==> config.mk <==
export PLATFORM = sky130hd
export DESIGN_NAME = log_scale_search
export DESIGN_NICKNAME = d
export VERILOG_FILES = /design/src/rtl/log_scale_search.sv
export SDC_FILE = /design/constraint.sdc
export NUM_CORES = 1
export LEC_CHECK = 0
export ABC_AREA = 1
export BUFFER_PORTS_ARGS = -buffer_cell sky130_fd_sc_hd__clkbuf_2
export CELL_PAD_IN_SITES_DETAIL_PLACEMENT = 1
export CELL_PAD_IN_SITES_GLOBAL_PLACEMENT = 1
export CORE_ASPECT_RATIO = 0.9
export CORE_MARGIN = 2
export CORE_UTILIZATION = 45
export CTS_CLUSTER_DIAMETER = 120
export DETAILED_ROUTE_END_ITERATION = 8
export PLACE_DENSITY_LB_ADDON = 0.1
export SETUP_SLACK_MARGIN = 0.4
export SYNTH_ARGS = -nofsm -noshare
export SYNTH_HDL_FRONTEND = slang
export SYNTH_SLANG_ARGS = --single-unit
==> constraint.sdc <==
create_clock -name clk -period 5.6 [get_ports clk]
set_clock_uncertainty 0.15 [all_clocks]
set_input_delay 0 -clock clk [delete_from_list [all_inputs] [get_ports clk]]
set_output_delay 0 -clock clk [all_outputs]
set_load 0.05 [all_outputs]
==> src/rtl/log_scale_search.sv <==
// log_scale_search: sequential inverse of the exponent-scale lookup.
// Walks an exponent k one step per cycle until T[k] <= x < T[k+1], where
// T[k] = round(256*e^k) for k = -5..2, then reports k, the residual and underflow.
// Optional feature macro: LOG_SCALE_REM_EN builds the residual subtractor and
// the out_rem register; without it out_rem is tied to zero.
module log_scale_search (
    input  logic        clk,
    input  logic        rst_n,
    input  logic        in_valid,
    output logic        in_ready,
    input  logic [11:0] in_scale,
    output logic        out_valid,
    input  logic        out_ready,
    output logic [3:0]  out_int,
    output logic [11:0] out_rem,
    output logic        out_uflow
);

    localparam int unsigned XW = 12;
    localparam int unsigned KW = 4;

    localparam logic signed [KW-1:0] K_MIN = -4'sd5;
    localparam logic signed [KW-1:0] K_MAX = 4'sd2;

    typedef enum logic [1:0] {
        IDLE   = 2'd0,
        SEARCH = 2'd1,
        DONE   = 2'd2
    } state_t;

    state_t                 state_q, state_n;
    logic [XW-1:0]          x_q, x_n;
    logic signed [KW-1:0]   k_q, k_n;
    logic [KW-1:0]          out_int_n;
    logic                   out_uflow_n;
    logic                   in_ready_n;
    logic                   out_valid_n;
    logic [XW-1:0]          t_k;
    logic [XW-1:0]          t_k1;
    logic signed [KW-1:0]   k_inc;
    logic signed [KW-1:0]   k_dec;

    // Fixed threshold table indexed by the two's complement exponent.
    function automatic logic [XW-1:0] thr(input logic [KW-1:0] kk);
        logic [XW-1:0] t;
        case (kk)
            4'hB:    t = 12'd2;
            4'hC:    t = 12'd5;
            4'hD:    t = 12'd13;
            4'hE:    t = 12'd35;
            4'hF:    t = 12'd94;
            4'h0:    t = 12'd256;
            4'h1:    t = 12'd696;
            4'h2:    t = 12'd1892;
            default: t = 12'd0;
        endcase
        return t;
    endfunction

    assign k_inc = k_q + 4'sd1;
    assign k_dec = k_q - 4'sd1;
    assign t_k   = thr(KW'(k_q));
    assign t_k1  = thr(KW'(k_inc));

    // State, operand and result registers.
    always_ff @(posedge clk or negedge rst_n) begin
        if (!rst_n) begin
            state_q   <= IDLE;
            x_q       <= '0;
            k_q       <= '0;
            out_int   <= '0;
            out_uflow <= 1'b0;
            in_ready  <= 1'b1;
            out_valid <= 1'b0;
        end else begin
            state_q   <= state_n;
            x_q       <= x_n;
            k_q       <= k_n;
            out_int   <= out_int_n;
            out_uflow <= out_uflow_n;
            in_ready  <= in_ready_n;
            out_valid <= out_valid_n;
        end
    end

    // Next-state and next-value logic for the threshold walk.
    always_comb begin
        state_n     = state_q;
        x_n         = x_q;
        k_n         = k_q;
        out_int_n   = out_int;
        out_uflow_n = out_uflow;
        case (state_q)
            IDLE: begin
                if (in_valid) begin
                    x_n     = in_scale;
                    k_n     = '0;
                    state_n = SEARCH;
                end
            end
            SEARCH: begin
                if ((k_q < K_MAX) && (x_q >= t_k1)) begin
                    k_n = k_inc;
                end else if ((k_q > K_MIN) && (x_q < t_k)) begin
                    k_n = k_dec;
                end else begin
                    out_int_n   = KW'(k_q);
                    out_uflow_n = (x_q < 12'd2);
                    state_n     = DONE;
                end
            end
            DONE: begin
                if (out_ready) begin
                    state_n = IDLE;
                end
            end
            default: begin
                state_n = IDLE;
            end
        endcase
        in_ready_n  = (state_n == IDLE);
        out_valid_n = (state_n == DONE);
    end

`ifdef LOG_SCALE_REM_EN
    logic [XW-1:0] out_rem_q;
    logic [XW-1:0] out_rem_n;

    // Residual is captured together with the exponent; zero on underflow.
    always_comb begin
        out_rem_n = out_rem_q;
        if ((state_q == SEARCH) && (state_n == DONE)) begin
            out_rem_n = (x_q < 12'd2) ? '0 : XW'(x_q - t_k);
        end
    end

    // Residual output register.
    always_ff @(posedge clk or negedge rst_n) begin
        if (!rst_n) begin
            out_rem_q <= '0;
        end else begin
            out_rem_q <= out_rem_n;
        end
    end

    assign out_rem = out_rem_q;
`else
    assign out_rem = 12'd0;
`endif

endmodule

==> out/qor.csv <==
stage;metric;value;unit
clock_network;cts_tree;built;
clock_network;clock-root-buffer;clkbuf_8;
timing;worst_pin_slew;0.894;ns
clock_network;cts_buffers;3;
global_routing;grt_overflow_total;0;
worst_setup_path;crit_fanout;12;
timing;min_period_over_period;56.4;%
synth;synth-seq-cells;25;
timing;fin_ws;2.44;ns
route;vias;1797;
timing;period_needed;3.16;ns
floorplanning;core_area;4550;um^2
worst_setup_path;worst-r2r-cell-count;15;
global_routing;antenna_found_initial;0;
timing;rsz0062_at_grt;no;
route;met1_length;2.48;mm
worst_setup_path;cpMostUsedCell;ha_1;
worst_setup_path;critPathTopFamily;simple AND/OR/NAND/NOR gates;
worst_setup_path;r2r_end;in_ready;
finish;fill_cells;584;
timing;fmax;317;MHz
floorplanning;die_w;77.3;um
power;p_leak;1.31;nW
clock_network;clock-sinks;25;
clock_network;post_cts_resize_count;0;
route;drt-initial-drc-count;75;
clock_network;clockBufferDepth;2;
floorplanning;die_y;70.0;um
finish;nNetsFinal;351;
worst_setup_path;critPathKind;flop to flop;
synth;synth-edff-count;0;
finish;final_cell_mix;nand2_1 (49), inv_1 (33), ha_1 (31);
placed_design;place.gp.congestion;0.838;
route;via_per_inst;4.92;
floorplanning;fp-row-count;23;
synth;synth-main-ff-cell;dfrtp_1;
run;drv_cap;0;
synth;synth.distinct_cells;36;
worst_setup_path;path_depth;15;
synth;ys_seq_area_share;28.8;%
finish;synthToLayoutAreaGrowth;13.2;%
floorplanning;ios;35;
worst_setup_path;crit_arrival;3.23;ns
power;ir_worst_vdd;0.000269;V
finish;drive_gt1_share;18.8;%
timing;finalSetupViolations;0;
worst_setup_path;crit_chain;ha_1, inv_1, ha_1, inv_1, nor2_1, nand2_1, ha_1, nand4_1, nor2_1, nand2_2, nand3_4, nand2_4, nand3_4, o21ai_1, nor2_2;
worst_setup_path;r2r_start;k_q[0];
route;drcViolationCount;0;
route;postRouteAntennaNets;0;
worst_setup_path;startpoint_type;flop;
finish;antenna_cells;0;
worst_setup_path;cp_slowest_cell;dfrtp_1;
synth;netlist_instances;269;
power;fin_total_pwr;0.00140;W
placed_design;portBuffers;22;
global_routing;grt_pass1_vias;1887;
clock_network;clock_latency;0.28;ns
synth;ys_async_sr_fraction;100;%
worst_setup_path;critPathBufInv;2;
worst_setup_path;setup.worst_path.end;in_ready;
clock_network;cts.clk_slew.worst_paths;0.10;ns
global_routing;grt_max_degree;26;
global_routing;grt_first_pass_wirelength;9.05;mm
finish;mostFrequentLayoutCell;nand2_1;
power;p_per_area;569;nW/um^2
worst_setup_path;required;5.68;ns
timing;maxSlewViolCount;0;
timing;fin_setup_tns;0;ns
placed_design;place_ws;2.48;ns
timing;relSlewSlack;40.3;%
worst_setup_path;cp-end-kind;flop;
route;top_layer;met4;
worst_setup_path;crit_start;k_q[0];
placed_design;hpwlAfterDp;3.96;mm
synth;syn-cell-area;2170;um^2
global_routing;grt.total_usage;20.9;%
route;wl_met2;2.37;mm
route;dr_wl_met3;211;um
worst_setup_path;slowest_delay;0.57;ns
route;routedWlPerCell;14.0;um
clock_network;htree_levels;1;
route;firstDrtPassIters;4;
synth;synth-warning-count;0;
floorplanning;die-area;5410;um^2
hold_path;min_path_type;primary input to async pin;
floorplanning;start_util;47.8;%
status;run_status;finished clean;
worst_setup_path;reg2reg_setup_slack;2.44;ns
synth;postSynthAreaPerCell;8.08;um^2
timing;hold_viol;0;
route;wirelength;5.09;mm
[power by group]
group / switching (W) / internal [W] / leakage [nW]
clock: 0.0000666 / 0.0000501 / 0.0255
combinational: 0.000586 / 0.000341 / 0.974
sequential: 0.0000973 / 0.000259 / 0.307
[state kept, by name, summed over array words and instances (netlist names)]
signal	cells
state_q	2
x_q	12
out_valid	1
out_int	4
out_uflow	1
k_q	4
in_ready	1
[metrics by stage]
stage                     cell area [um^2]  utilization (%)  cells  hold WS, ns
final                                 2460             54.1    365        0.127
after global routing                  2460             54.1    365        0.206
after CTS                             2460             54.1    365        0.161
after detailed placement              2270             50.0    347      -0.0726
after global placement                2270             50.0    347      -0.0911
after floorplan                       2220                -    280       -0.446
[Yosys cell counts (3+ instances only)]
library cell,n,area (um^2)
nand2_1,49,184
inv_1,33,124
ha_1,31,388
nor2_1,26,97.6
dfrtp_1,24,601
nand3_1,16,80.1
buf_4,13,97.6
a21oi_1,11,55.1
nand2_2,10,62.6
mux2_1,9,101
o21ai_2,6,52.6
inv_2,3,11.3
nand2_4,3,33.8
nand4_1,3,18.8
o21ai_0,3,15.0
o21ai_1,3,15.0
[kinds of logic after synthesis]
| logic type | count (synthesis) | share of synthesized area (%) |
|---|---|---|
| mux | 9 | 4.66 |
| buf+inv | 55 | 12.5 |
| compound gates | 28 | 8.00 |
| flops | 25 | 28.8 |
| xor+xnor | 2 | 0.806 |
| simple gates | 118 | 27.2 |
| other cells | 1 | 0.172 |
| fa+ha+maj | 31 | 17.8 |
[how the worst min path moves through the flow]
stage	start	to	depth (start not counted)
global route	rst_n	x_q[4]	2
global placement	rst_n	x_q[5]	1
detailed placement	rst_n	x_q[9]	1
CTS	rst_n	x_q[9]	2
floorplan	rst_n	k_q[0]	0
finish	rst_n	x_q[9]	2
[metal layers]
metal	track usage, %	vias up
met4	3.37	0
met2	35.0	32
li1	-	912
met5	0	-
met1	29.2	849
met3	3.10	4
[cell type report]
class	count	area, um^2	share of cell area (%)
clock buffer	3	41.3	1.68
clock inverter	1	5.00	0.203
inverter	38	144	5.85
multi-input combinational	200	1320	53.5
sequential	25	627	25.5
tap	62	77.6	3.15
timing repair buffer	36	250	10.2
[what timing repair did]
item                                   in CTS  in global routing
endpoints found under the hold margin      39                  0
setup buffers                               0                  0
hold buffers                               14                  0
(Power assumes the default switching activity.)
